==> src/rtl/histogram_sram_hakem.sv <==
`default_nettype none
// +----------------------------------------------------------------------------+
// | Module   : histogram_sram_hakem                                            |
// | Purpose  : Round-robin burst arbiter for the histogram SRAM shared by the  |
// |            histogram builder, equaliser write-back and pixel readout, plus |
// |            the frame-start clear sweep. Replays the SRAM command on stall. |
// | Revision : 1.0  initial release                                            |
// +----------------------------------------------------------------------------+
module histogram_sram_hakem #(
   parameter int PIXEL_BIT = 8,
   parameter int VERI_BIT  = 17
) (
   input  logic                     clk_i,
   input  logic                     rstn_i,
   input  logic                     stal_i,
   input  logic                     temizle_i,
   output logic                     temizle_bitti_o,
   input  logic [2:0]               istek_i,
   output logic [2:0]               izin_o,
   input  logic [2:0]               wr_en_i,
   input  logic [3*PIXEL_BIT-1:0]   addr_w_i,
   input  logic [3*VERI_BIT-1:0]    data_w_i,
   input  logic [2:0]               rd_en_i,
   input  logic [3*PIXEL_BIT-1:0]   addr_r_i,
   output logic [VERI_BIT-1:0]      rd_data_o,
   output logic [2:0]               rd_gecerli_o,
   output logic                     sram_wr_en_n_o,
   output logic [PIXEL_BIT-1:0]     sram_addr_w_o,
   output logic [VERI_BIT-1:0]      sram_data_w_o,
   output logic                     sram_rd_en_n_o,
   output logic [PIXEL_BIT-1:0]     sram_addr_r_o,
   input  logic [VERI_BIT-1:0]      sram_rd_data_i
);

   typedef enum logic [1:0] {
      ST_BOSTA   = 2'd0,
      ST_SAHIP   = 2'd1,
      ST_TEMIZLE = 2'd2
   } state_t;

   localparam logic [PIXEL_BIT-1:0] c_cnt_last = '1;
   localparam logic [PIXEL_BIT-1:0] c_cnt_one  = {{(PIXEL_BIT-1){1'b0}}, 1'b1};

   state_t                r_state;
   logic [1:0]            r_son;
   logic                  r_pend;
   logic [PIXEL_BIT-1:0]  r_cnt;
   logic [2:0]            r_izin;
   logic [2:0]            r_rdv;
   logic                  r_bitti;

   // last non-stalled SRAM command, replayed while stalled
   logic                  r_wr_n_q;
   logic                  r_rd_n_q;
   logic [PIXEL_BIT-1:0]  r_aw_q;
   logic [PIXEL_BIT-1:0]  r_ar_q;
   logic [VERI_BIT-1:0]   r_dw_q;

   logic                  w_own_req;
   logic                  w_own_wr;
   logic                  w_own_rd;
   logic [PIXEL_BIT-1:0]  w_own_aw;
   logic [PIXEL_BIT-1:0]  w_own_ar;
   logic [VERI_BIT-1:0]   w_own_dw;
   logic [1:0]            w_pick;
   logic [2:0]            w_pick_oh;
   logic                  w_wr_n;
   logic                  w_rd_n;
   logic [PIXEL_BIT-1:0]  w_aw;
   logic [PIXEL_BIT-1:0]  w_ar;
   logic [VERI_BIT-1:0]   w_dw;

   // select the current owner's request and command slices
   always_comb begin
      case (r_son)
         2'd0: begin
            w_own_req = istek_i[0];
            w_own_wr  = wr_en_i[0];
            w_own_rd  = rd_en_i[0];
            w_own_aw  = addr_w_i[0*PIXEL_BIT +: PIXEL_BIT];
            w_own_ar  = addr_r_i[0*PIXEL_BIT +: PIXEL_BIT];
            w_own_dw  = data_w_i[0*VERI_BIT +: VERI_BIT];
         end
         2'd1: begin
            w_own_req = istek_i[1];
            w_own_wr  = wr_en_i[1];
            w_own_rd  = rd_en_i[1];
            w_own_aw  = addr_w_i[1*PIXEL_BIT +: PIXEL_BIT];
            w_own_ar  = addr_r_i[1*PIXEL_BIT +: PIXEL_BIT];
            w_own_dw  = data_w_i[1*VERI_BIT +: VERI_BIT];
         end
         default: begin
            w_own_req = istek_i[2];
            w_own_wr  = wr_en_i[2];
            w_own_rd  = rd_en_i[2];
            w_own_aw  = addr_w_i[2*PIXEL_BIT +: PIXEL_BIT];
            w_own_ar  = addr_r_i[2*PIXEL_BIT +: PIXEL_BIT];
            w_own_dw  = data_w_i[2*VERI_BIT +: VERI_BIT];
         end
      endcase
   end

   // round-robin pick: scan starting just after the previous owner
   always_comb begin
      case (r_son)
         2'd0:    w_pick = istek_i[1] ? 2'd1 : (istek_i[2] ? 2'd2 : 2'd0);
         2'd1:    w_pick = istek_i[2] ? 2'd2 : (istek_i[0] ? 2'd0 : 2'd1);
         default: w_pick = istek_i[0] ? 2'd0 : (istek_i[1] ? 2'd1 : 2'd2);
      endcase
      w_pick_oh = 3'b001 << w_pick;
   end

   // SRAM command for the current state; idle in BOSTA
   always_comb begin
      w_wr_n = 1'b1;
      w_rd_n = 1'b1;
      w_aw   = '0;
      w_ar   = '0;
      w_dw   = '0;
      case (r_state)
         ST_SAHIP: begin
            w_wr_n = ~w_own_wr;
            w_rd_n = ~w_own_rd;
            w_aw   = w_own_aw;
            w_ar   = w_own_ar;
            w_dw   = w_own_dw;
         end
         ST_TEMIZLE: begin
            w_wr_n = 1'b0;
            w_aw   = r_cnt;
         end
         default: ;
      endcase
   end

   // arbiter / clear-sweep FSM with registered grant, valid and done outputs
   always_ff @(posedge clk_i or negedge rstn_i) begin
      if (!rstn_i) begin
         r_state  <= ST_BOSTA;
         r_son    <= 2'd2;
         r_pend   <= 1'b0;
         r_cnt    <= '0;
         r_izin   <= 3'b000;
         r_rdv    <= 3'b000;
         r_bitti  <= 1'b0;
         r_wr_n_q <= 1'b1;
         r_rd_n_q <= 1'b1;
         r_aw_q   <= '0;
         r_ar_q   <= '0;
         r_dw_q   <= '0;
      end else begin
         r_bitti <= 1'b0;
         if (!stal_i) begin
            r_wr_n_q <= w_wr_n;
            r_rd_n_q <= w_rd_n;
            r_aw_q   <= w_aw;
            r_ar_q   <= w_ar;
            r_dw_q   <= w_dw;
            r_rdv    <= (r_state == ST_SAHIP && w_own_rd) ? r_izin : 3'b000;
            case (r_state)
               ST_BOSTA: begin
                  if (r_pend) begin
                     r_state <= ST_TEMIZLE;
                     r_cnt   <= '0;
                     r_pend  <= 1'b0;
                  end else if (|istek_i) begin
                     r_izin  <= w_pick_oh;
                     r_son   <= w_pick;
                     r_state <= ST_SAHIP;
                  end
               end
               ST_SAHIP: begin
                  if (!w_own_req) begin
                     r_izin  <= 3'b000;
                     r_state <= ST_BOSTA;
                  end
               end
               ST_TEMIZLE: begin
                  r_cnt <= r_cnt + c_cnt_one;
                  if (r_cnt == c_cnt_last) begin
                     r_state <= ST_BOSTA;
                     r_bitti <= 1'b1;
                  end
               end
               default: r_state <= ST_BOSTA;
            endcase
            // a new clear request outside the sweep wins over the clear-on-entry above
            if (temizle_i && r_state != ST_TEMIZLE) r_pend <= 1'b1;
         end
      end
   end

   assign izin_o          = r_izin;
   assign rd_gecerli_o    = r_rdv;
   assign temizle_bitti_o = r_bitti;
   assign rd_data_o       = sram_rd_data_i;
   assign sram_wr_en_n_o  = stal_i ? r_wr_n_q : w_wr_n;
   assign sram_rd_en_n_o  = stal_i ? r_rd_n_q : w_rd_n;
   assign sram_addr_w_o   = stal_i ? r_aw_q   : w_aw;
   assign sram_addr_r_o   = stal_i ? r_ar_q   : w_ar;
   assign sram_data_w_o   = stal_i ? r_dw_q   : w_dw;

endmodule
`default_nettype wire

==> config.mk <==
export PLATFORM = sky130hd
export DESIGN_NAME = histogram_sram_hakem
export DESIGN_NICKNAME = d
export VERILOG_FILES = /design/src/rtl/histogram_sram_hakem.sv
export SDC_FILE = /design/constraint.sdc
export NUM_CORES = 1
export LEC_CHECK = 0
export CAP_MARGIN = 20
export CORE_ASPECT_RATIO = 0.6
export CORE_MARGIN = 2
export CORE_UTILIZATION = 30
export DETAILED_ROUTE_END_ITERATION = 8
export DONT_BUFFER_PORTS = 1
export PLACE_DENSITY = 0.43
export SLEW_MARGIN = 30
export SYNTH_ARGS = -nofsm -noshare
export SYNTH_HDL_FRONTEND = slang
export SYNTH_SLANG_ARGS = --single-unit
==> constraint.sdc <==
create_clock -name clk_i -period 4.3 [get_ports clk_i]
set_input_delay 0.86 -clock clk_i [delete_from_list [all_inputs] [get_ports clk_i]]
set_output_delay 0.86 -clock clk_i [all_outputs]
set_load 0.01 [all_outputs]
* Word-level counts from Yosys, hierarchy flattened
Cells that the tools add are included.
** Storage, ports and cells
- Register bits after elaboration :: 55
- Bits of input ports :: 129
- Output and inout bits :: 59
- Word-level logic and storage cells :: 82
** Cells by class
- Add/sub/neg operators :: 1
- Equal/unequal tests :: 11
- Shift-type cells :: 1
- Mux-type cells :: 40
- Bitwise logic cells :: 4
- Reduce and logical (&&, ||, !) cells :: 13
** Operators with widths (count)
- $pmux 8 s2 :: 4
- $mux 17 :: 2
- $pmux 17 s2 :: 1
- $mux 8 :: 4
- $mux 2 :: 9
- $mux 3 :: 4
- $ne 2x2->1 const B :: 6
- $mux 1 :: 9
- $add 8x1->8 const B :: 1
- $eq 8x8->1 const B :: 1
- $pmux 1 s2 :: 4
- $reduce_and 4->1 :: 2
- $pmux 2 s3 :: 1
- $pmux 3 s2 :: 1
- $reduce_bool 2->1 :: 3
- $reduce_and 5->1 :: 1
- $eq 2x1->1 const B :: 2
- $logic_not 2->1 :: 2
- $not 1->1 :: 4
- $pmux 2 s2 :: 1
- $ne 3x3->1 const B :: 1
- $reduce_and 3->1 :: 1
- $reduce_or 3->1 :: 1
- $shl 1x2->3 const A :: 1
- 3 further kinds :: 4

* Logic depth before layout (Yosys ltp)
Gate-level depths: netlist of run 1.
- Depth after elaboration :: 7
- Gate-level depth with buffers :: 7
- Depth with buffers taken out :: 6

* Worst setup path before layout of run 1
No wires, ideal clock.
- Kind :: input to output
- Start point :: in stal_i
- End point :: out sram_data_w_o[10]
- Arrival time :: 1.743 ns
- Required time :: 3.440 ns
- Slack :: 1.697 ns
- Stages on the path :: 4
- Buffers on the path :: 3
- Cell sequence :: buf_6 > clkbuf_1 > clkbuf_1 > a22o_1
** Between the ends
- Word-level cells in the longest chain between the ends :: 1
** Ends and longest elaborated chain
- from (decl) :: line 15 : input logic stal_i,
- $mux 17
- to (decl) :: line 29 : output logic [VERI_BIT-1:0] sram_data_w_o,
Every way passes these cells.

* Worst setup path after layout of run 1
- Start point :: reg r_state[1]
- End point :: out sram_data_w_o[5]
** Between the ends
- Word-level cells in the longest chain between the ends :: 3
** Ends and longest elaborated chain
- from (decl) :: line 44 : state_t r_state;
- from (signal assigned) :: line 139 : r_state <= ST_BOSTA;
- from (signal assigned) :: line 163 : r_state <= ST_TEMIZLE;
- from (signal assigned) :: line 169 : r_state <= ST_SAHIP;
- $eq 2x1->1 :: line 120 : case (r_state)
- $mux 17 :: line 120
- $mux 17
Every way passes these cells.

==> flow_summary.json, run 1 <==
{
  "synth_warnings": 0,
  "p_sw_w": 0.000855,
  "hold_viol_final": 0,
  "netlist_instances": 336,
  "critPathMaxFanout": 20,
  "worst_slack_ps": 1000,
  "first_iter_violations": 116,
  "intPower_w": 0.00127,
  "min_period_ps": 3300,
  "endpoint_kind": "primary output",
  "cts_resized": 0,
  "p_leak_nw": 1.44,
  "ys_ff_latch": 55,
  "maxSlewViolCount": 0,
  "place.detailed.hpwl_um": 6150,
  "cts_buffers": 5,
  "fin_area_sq_mm": 0.00336,
  "switching_share_pct": 40.3,
  "grt_max_degree": 56,
  "drtAntennaViolNets": 0,
  "slowest_stage": "ha_1",
  "die_w_um": 138,
  "async_reset_ff_share_pct": 100,
  "worst_pin_slew_ps": 847,
  "path_clk_slew_ps": 70,
  "cts_root_buf": "clkbuf_16",
  "synth-edff-count": 0,
  "outcome": "finished, final reports clean",
  "timing.fmax_ghz": 0.303,
  "n_antenna_cell": 0,
  "track_usage_pct": 14.1,
  "finalCritPeriodShare_pct": 76.7,
  "grt_pass1_wl_um": 13000,
  "syn_area_sq_mm": 0.00324,
  "synth_nets": 469,
  "postCtsSetupBuffers": 0,
  "fin_skew_ps": 5.31,
  "synth_largest_area_cell": "dfrtp_1",
  "synthTopCellsByArea": "dfrtp_1, mux2i_1, a22o_1, o21ai_0, nand2_1",
  "slowest_delay_ps": 560,
  "gp_congestion": 0.758,
  "cp_num_buf_inv": 2,
  "placed_cell_area_sq_mm": 0.00320,
  "nNetsFinal": 439,
  "wl_per_cell_um": 19.1,
  "fin_cells": 446,
  "pre_cts_slack_ps": 1310,
  "maxCapViolations": 0,
  "clock_path_buffers": 2,
  "p_comb_share_pct": 37.8,
  "io_buffers": 0,
  "cp_top_family": "adder cells",
  "clock_latency_ps": 290,
  "drcViolationCount": 0,
  "clkPwrFrac_pct": 20.6,
  "grt_overflow": 0,
  "dieArea_sq_mm": 0.0117,
  "critical_path_class": "reg2out",
  "rows": 29,
  "layout_common_cells": "dfrtp_1, nand2_1, o21ai_0, mux2i_1, a22o_1",
  "synth_top_area_share_pct": 40.2,
  "reg2reg_setup_slack_ps": 1850,
  "grt_pass1_vias": 2220,
  "initial_core_util_pct": 30.8,
  "finalSetupViolCount": 0,
  "fp.dieH_um": 84.5,
  "power_frac_seq_pct": 41.6,
  "min_path_type": "in2async",
  "timing.slew.headroom_pct": 43.5,
  "core_area_sq_mm": 0.0105,
  "wl_um": 8520,
  "clock-sinks": 55,
  "antenna_found_initial": 0,
  "hold_buffers": 0,
  "firstDrtPassIters": 4,
  "dr_total_vias": 2342,
  "required_ps": 3440,
  "cts.htree.levels": 2,
  "vdd_drop_max_mv": 0.187,
  "cp_cell_sequence": "inv_1, ha_1, nor2b_2, buf_4, a22o_1",
  "post-place-cells": 438,
  "syn_to_final_growth_pct": 3.71,
  "fin_setup_tns_ps": 0,
  "vias_per_cell": 5.25,
  "yosysUniqueCellTypes": 41,
  "final_common_cell": "dfrtp_1",
  "yosysSeqAreaShare_pct": 42.6,
  "p_per_area_mw_per_mm2": 632,
  "rsz0062_at_grt": "false",
  "tritoncts": "built",
  "drive_gt1_share_pct": 8.14,
  "synth_ff_type": "dfrtp_1",
  "boundaryPins": 188,
  "avgSynthCellArea_sq_um": 9.63,
  "startpoint_type": "flop",
  "critical_path_arrival_ps": 2440
}
==> area by class of cell <==
type | count | area, sq um
repair buffers | 3 | 22.5
inverters | 6 | 22.5
clock buffers | 8 | 156
flip-flops and latches | 55 | 1380
multi-input cells | 235 | 1600
well taps | 139 | 174
fillers | 1059 | 7170
==> per-layer routing <==
| layer | up-vias | routed length (um) | global-route usage (%) |
|---|---|---|---|
| met5 | - | 0 | 0 |
| met4 | 0 | 84 | 2.50 |
| met3 | 17 | 889 | 6.73 |
| met2 | 113 | 3340 | 18.5 |
| met1 | 1086 | 4200 | 20.9 |
| li1 | 1126 | - | - |
==> through the flow <==
| step | hold slack, ps | total power (W) | util, % |
|---|---|---|---|
| global placement | 520 | 0.00170 | 30.4 |
| floorplan | 494 | 0.00153 | - |
| detailed placement | 536 | 0.00170 | 30.4 |
| finish | 255 | 0.00212 | 31.9 |
| CTS | 248 | 0.00214 | 31.9 |
| global route | 235 | 0.00229 | 31.9 |
==> power groups by stage <==
stage,Combinational [W],Sequential [W],Clock (W)
after floorplan,0.000778,0.000750,0
after global placement,0.000808,0.000894,0
after detailed placement,0.000807,0.000894,0
after CTS,0.000809,0.000885,0.000450
after global routing,0.000897,0.000917,0.000472
final,0.000802,0.000883,0.000437
==> registers in the layout (all words and copies together), names as in the netlist <==
register / flops
r_aw_q: 8
r_state: 2
r_cnt: 8
temizle_bitti_o: 1
r_son: 2
izin_o: 3
r_dw_q: 17
rd_gecerli_o: 3
r_rd_n_q: 1
r_pend: 1
r_wr_n_q: 1
r_ar_q: 8
==> cells in the mapped netlist (6+ instances only) <==
cell	instances
nor2_1	9
buf_4	20
nand2_1	50
o21ai_0	47
dfrtp_1	52
a22oi_1	8
clkbuf_1	15
nor3_1	6
a22o_1	29
mux2i_1	38
==> worst paths after layout <==
check | cells past startpoint | start | end
max | 5 | r_state[1] | sram_data_w_o[5]
min | 0 | rstn_i | r_aw_q[5]
max reg2reg | 6 | r_state[1] | izin_o[1]
min reg2reg | 2 | r_rd_n_q | r_rd_n_q
max in group asynchronous | 0 | rstn_i | r_wr_n_q
min in group clk_i | 2 | r_rd_n_q | r_rd_n_q
==> kinds of logic (layout without fill, tap and decap cells) <==
group / count (synthesis) / after routing / synth area share (%)
adders and majority gates: 4 / 4 / 1.55
DFF: 55 / 55 / 42.6
and+or+nand+nor: 85 / 85 / 12.3
muxes: 43 / 43 / 13.7
AOI/OAI and AO/OA: 98 / 98 / 20.5
buffers and inverters: 46 / 17 / 8.00
xor gates and xnor gates: 5 / 5 / 1.35
Power figures use the tool's default switching activity.
==> run 2: changes to the inputs <==
==> constraint.sdc (replaced) <==
create_clock -name clk_i -period 3.3 [get_ports clk_i]
set_input_delay 0.66 -clock clk_i [delete_from_list [all_inputs] [get_ports clk_i]]
set_output_delay 0.66 -clock clk_i [all_outputs]
set_load 0.01 [all_outputs]
==> run 2 against run 1 <==
Sequential power grew 26%. Largest power group unchanged. Flip-flop and latch count is the same. Critical path type unchanged. Non-clock buffer count grew 1. Total power grew 36%. Register-to-register slack lost 970 ps.
==> flow_summary.json, run 2 (same netlist as run 1, synthesis figures left out) <==
{
  "firstDrtPassIters": 4,
  "nNetsFinal": 440,
  "critPathMaxFanout": 25,
  "place.detailed.hpwl_um": 6200,
  "regArea_sq_mm": 0.00138,
  "worst_pin_slew_ps": 840,
  "timing.fmax_ghz": 0.351,
  "required_ps": 2640,
  "path_clk_slew_ps": 70,
  "drcViolationCount": 0,
  "cts.htree.levels": 2,
  "rr_worst_depth": 6,
  "syn_to_final_growth_pct": 5.33,
  "initial_core_util_pct": 30.8,
  "timing.slew.headroom_pct": 43.6,
  "num-fill-cells": 1097,
  "startpoint_type": "flop",
  "drive_gt1_share_pct": 8.44,
  "endpoint_kind": "primary output",
  "final_common_cell": "dfrtp_1",
  "crit_start": "r_son[0]",
  "rows": 29,
  "finalSetupViolCount": 0,
  "outcome": "finished, final reports clean",
  "cp_num_buf_inv": 1,
  "first_iter_violations": 70,
  "tritoncts": "built",
  "grt_max_degree": 56,
  "p_per_area_mw_per_mm2": 848,
  "clock-sinks": 55,
  "slowest_stage": "dfrtp_2",
  "die_w_um": 138,
  "hold_viol_final": 0,
  "fp.dieH_um": 84.5,
  "maxCapViolations": 0,
  "timing.critical_path.mode_cell": "o21ai_0",
  "vdd_drop_max_mv": 0.266,
  "pre_cts_slack_ps": 777,
  "gp_congestion": 0.797,
  "dieArea_sq_mm": 0.0117,
  "min_path_type": "in2async",
  "dr_total_vias": 2367,
  "antenna_found_initial": 0,
  "min_period_ps": 2850,
  "cp_cell_sequence": "buf_12, mux2i_1, o21ai_0, a22oi_1, o21ai_0",
  "clock_latency_ps": 290,
  "wl_per_cell_um": 19.0,
  "maxSlewViolCount": 0,
  "io_buffers": 0,
  "cts_buffers": 5,
  "r2r-end": "r_cnt[7]",
  "cts_resized": 0,
  "finish.utilization_pct": 32.4,
  "hold_buffers": 0,
  "grt_pass1_vias": 2163,
  "largest_reg_flops": 17,
  "worst_slack_ps": 450,
  "core_area_sq_mm": 0.0105,
  "timing.rr.start": "r_state[0]",
  "slowest_delay_ps": 670,
  "critical_path_arrival_ps": 2190,
  "rsz0062_at_grt": "false",
  "cp_top_family": "compound AO/OA/AOI/OAI gates",
  "finalCritPeriodShare_pct": 86.4,
  "postCtsSetupBuffers": 0,
  "track_usage_pct": 13.9,
  "layout_common_cells": "dfrtp_1, nand2_1, o21ai_0, mux2i_1, a22o_1",
  "regMostFlops": "r_dw_q",
  "fin_skew_ps": 7.24,
  "vias_per_cell": 5.30,
  "critical_path_class": "reg2out",
  "drtAntennaViolNets": 0,
  "clock_path_buffers": 2,
  "p_leak_nw": 1.46,
  "reg2reg_setup_slack_ps": 880,
  "boundaryPins": 188,
  "grt_pass1_wl_um": 12700,
  "grt_overflow": 0,
  "cts_root_buf": "clkbuf_16",
  "fin_setup_tns_ps": 0,
  "multi_input_area_sq_mm": 0.00160,
  "wl_um": 8520,
  "n_antenna_cell": 0
}
[run 2: worst reg2reg max path: cells and delay by family, from the launching register on]
family / cells / cell delay (ps)
fa+ha+maj: 1 / 550
buf+inv: 1 / 80
flops: 1 / 390
mux: 2 / 680
simple gates: 2 / 600
[run 2: worst max-delay path by stage]
stage | endpoint | slack, ps | cells after the start
after floorplan | sram_wr_en_n_o | 1050 | 5
after global placement | sram_addr_w_o[0] | 800 | 5
after detailed placement | sram_addr_w_o[1] | 780 | 5
after CTS | sram_addr_w_o[1] | 440 | 5
after global routing | sram_addr_w_o[1] | 270 | 5
final | sram_addr_w_o[0] | 450 | 5
[run 2: through the flow]
stage	power (W)	instances	hold WS [ps]	cell area, sq um
after global placement	0.00223	439	368	3220
final	0.00289	447	62.2	3410
after CTS	0.00293	447	49.9	3410
after global routing	0.00311	447	40.3	3410
after floorplan	0.00199	336	364	3240
after detailed placement	0.00224	439	368	3220
[run 2: layer usage]
layer / GRT usage [%] / up-vias / part of all wire, %
li1: - / 1133 / -
met1: 20.1 / 1104 / 48
met2: 18.9 / 116 / 40
met3: 6.56 / 14 / 11
met4: 2.04 / 0 / 0.79
met5: 0 / - / 0
[run 2: power by group]
part	switching [W]	internal (W)	leakage [nW]	total (W)
clock network	0.000235	0.000435	0.0911	0.000670
registers	0.000242	0.000872	0.732	0.00111
logic	0.000641	0.000466	0.639	0.00111
[run 2: cell type report]
type                    count  share of cell area [%]
clock buffers               6                    3.78
clock inverters             2                    1.76
inverters                   6                   0.661
multi-input cells         235                    46.9
flip-flops and latches     55                    40.5
well taps                 139                    5.10
repair buffers              4                    1.25
==> run 3: changes to the inputs <==
--- a/config.mk
+++ b/config.mk
@@ -7,7 +7,6 @@
 export LEC_CHECK = 0
 export CAP_MARGIN = 20
 export CORE_ASPECT_RATIO = 0.6
-export CORE_MARGIN = 2
 export CORE_UTILIZATION = 30
 export DETAILED_ROUTE_END_ITERATION = 8
 export DONT_BUFFER_PORTS = 1
==> run 3 against run 2 <==
Final cell count is 0.89% lower. Combinational power hardly changed. Register-to-register slack hardly changed. Global-route usage is 1.3 points higher. Largest power group unchanged.
==> flow_summary.json, run 3 (same netlist as run 1, synthesis figures left out) <==
{
  "endpoint_kind": "primary output",
  "maxSlewViolCount": 0,
  "cts_root_buf": "clkbuf_16",
  "hold_viol_final": 0,
  "intPower_w": 0.00162,
  "antenna_found_initial": 0,
  "track_usage_pct": 15.2,
  "required_ps": 2640,
  "drtAntennaViolNets": 0,
  "regArea_sq_mm": 0.00138,
  "syn_to_final_growth_pct": 3.98,
  "wl_per_cell_um": 19.3,
  "slowest_delay_ps": 610,
  "clock_path_buffers": 2,
  "cp_cell_sequence": "buf_12, mux2i_1, o21ai_0, a22oi_1, o21ai_0",
  "tritoncts": "built",
  "fp.dieH_um": 82.5,
  "drcViolationCount": 0,
  "p_per_area_mw_per_mm2": 822,
  "fin_setup_tns_ps": 0,
  "postCtsSetupBuffers": 0,
  "dieArea_sq_mm": 0.0112,
  "grt_max_degree": 56,
  "grt-busiest-layer": "met1",
  "hold_buffers": 0,
  "first_iter_violations": 124,
  "final_common_cell": "dfrtp_1",
  "regMostFlops": "r_dw_q",
  "nNetsFinal": 440,
  "worst_pin_slew_ps": 826,
  "cts_buffers": 5,
  "p_sw_w": 0.00114,
  "maxCapViolations": 0,
  "cts.htree.levels": 2,
  "timing.critical_path.mode_cell": "o21ai_0",
  "largest_reg_flops": 17,
  "path_clk_slew_ps": 70,
  "rows": 28,
  "boundaryPins": 188,
  "power_frac_seq_pct": 40.2,
  "grt_pass1_vias": 2149,
  "finalSetupViolCount": 0,
  "cp_top_family": "compound AO/OA/AOI/OAI gates",
  "drive_gt1_share_pct": 8.77,
  "grt_util_met3_pct": 7.14,
  "p_comb_share_pct": 40.2,
  "place.detailed.hpwl_um": 6200,
  "n_antenna_cell": 0,
  "clock-sinks": 55,
  "p_leak_nw": 1.44,
  "multi_input_area_sq_mm": 0.00160,
  "timing.fmax_ghz": 0.345,
  "startpoint_type": "flop",
  "critical_path_arrival_ps": 2240,
  "critPathMaxFanout": 28,
  "power_w": 0.00277,
  "critical_path_class": "reg2out",
  "min_period_ps": 2900,
  "core_area_sq_mm": 0.0102,
  "vias_per_cell": 5.25,
  "die_w_um": 136,
  "met1_usage_pct": 21.8,
  "clkPwrFrac_pct": 19.6,
  "grt_overflow": 0,
  "outcome": "finished, final reports clean",
  "cts_resized": 0,
  "dr_total_vias": 2327,
  "slowest_stage": "dfrtp_2",
  "finalCritPeriodShare_pct": 87.8,
  "cp_num_buf_inv": 1,
  "grt_pass1_wl_um": 12500,
  "min_path_type": "in2async",
  "initial_core_util_pct": 31.9,
  "gp_congestion": 0.697,
  "firstDrtPassIters": 6,
  "fin_skew_ps": 5.52,
  "timing.slew.headroom_pct": 44.5,
  "vdd_drop_max_mv": 0.274,
  "wl_um": 8560,
  "switching_share_pct": 41.4,
  "num-fill-cells": 1037,
  "rsz0062_at_grt": "false",
  "met2_usage_pct": 20.1,
  "io_buffers": 0,
  "clock_latency_ps": 300,
  "layout_common_cells": "dfrtp_1, nand2_1, o21ai_0, mux2i_1, a22o_1"
}
-- run 3: changes by cell type in the layout (fill, tap and decap cells not counted), sizes merged --
cell	delta
clkinvlp	+1
clkbuf	-1
bufinv	-2
clkinv	+2
-- run 3: cell type report --
type                       instances  share of cell area (%)
clock inverter                     3                   0.743
inverter                           6                   0.669
multi-input combinational        235                    47.5
timing repair buffer               4                    1.26
sequential                        55                    41.0
tap                              135                    5.02
clock buffer                       5                    3.72
-- run 3: worst paths after layout --
| kind | endpoint | start | depth (start not counted) | slack, ps |
|---|---|---|---|---|
| worst max-delay path | sram_addr_w_o[0] | r_son[0] | 5 | 400 |
| worst min-delay path | r_aw_q[5] | rstn_i | 0 | 50 |
| worst max register to register | izin_o[1] | r_son[1] | 5 | 880 |
| worst min register to register | r_state[0] | r_state[0] | 1 | 540 |
| max in group asynchronous | r_rd_n_q | rstn_i | 0 | 3040 |
| min in group clk_i | r_pend | temizle_i | 1 | 500 |
-- run 3: power groups by stage --
| stage | registers [W] | clock network [W] | logic, W |
|---|---|---|---|
| floorplan | 0.000978 | 0 | 0.00101 |
| global placement | 0.00112 | 0 | 0.00112 |
| detailed placement | 0.00112 | 0 | 0.00112 |
| CTS | 0.00111 | 0.000565 | 0.00113 |
| global route | 0.00115 | 0.000600 | 0.00125 |
| finish | 0.00111 | 0.000541 | 0.00111 |
-- run 3: metrics by stage --
stage          setup WS (ps)  util, %  instance area, sq um  instances  hold WS [ps]
2_1_floorplan           1050        -                  3240        336           364
3_3_place_gp             812     31.7                  3220        435           367
3_5_place_dp             763     31.7                  3220        435           368
4_1_cts                  429     33.1                  3370        443          41.9
5_1_grt                  235     33.1                  3370        443          30.5
6_report                 403     33.1                  3370        443          53.7
-- run 3: metal layers --
metal,wire (um),share of wire [%]
met1,4090,48
met2,3290,38
met3,1130,13
met4,42,0.49
met5,0,0
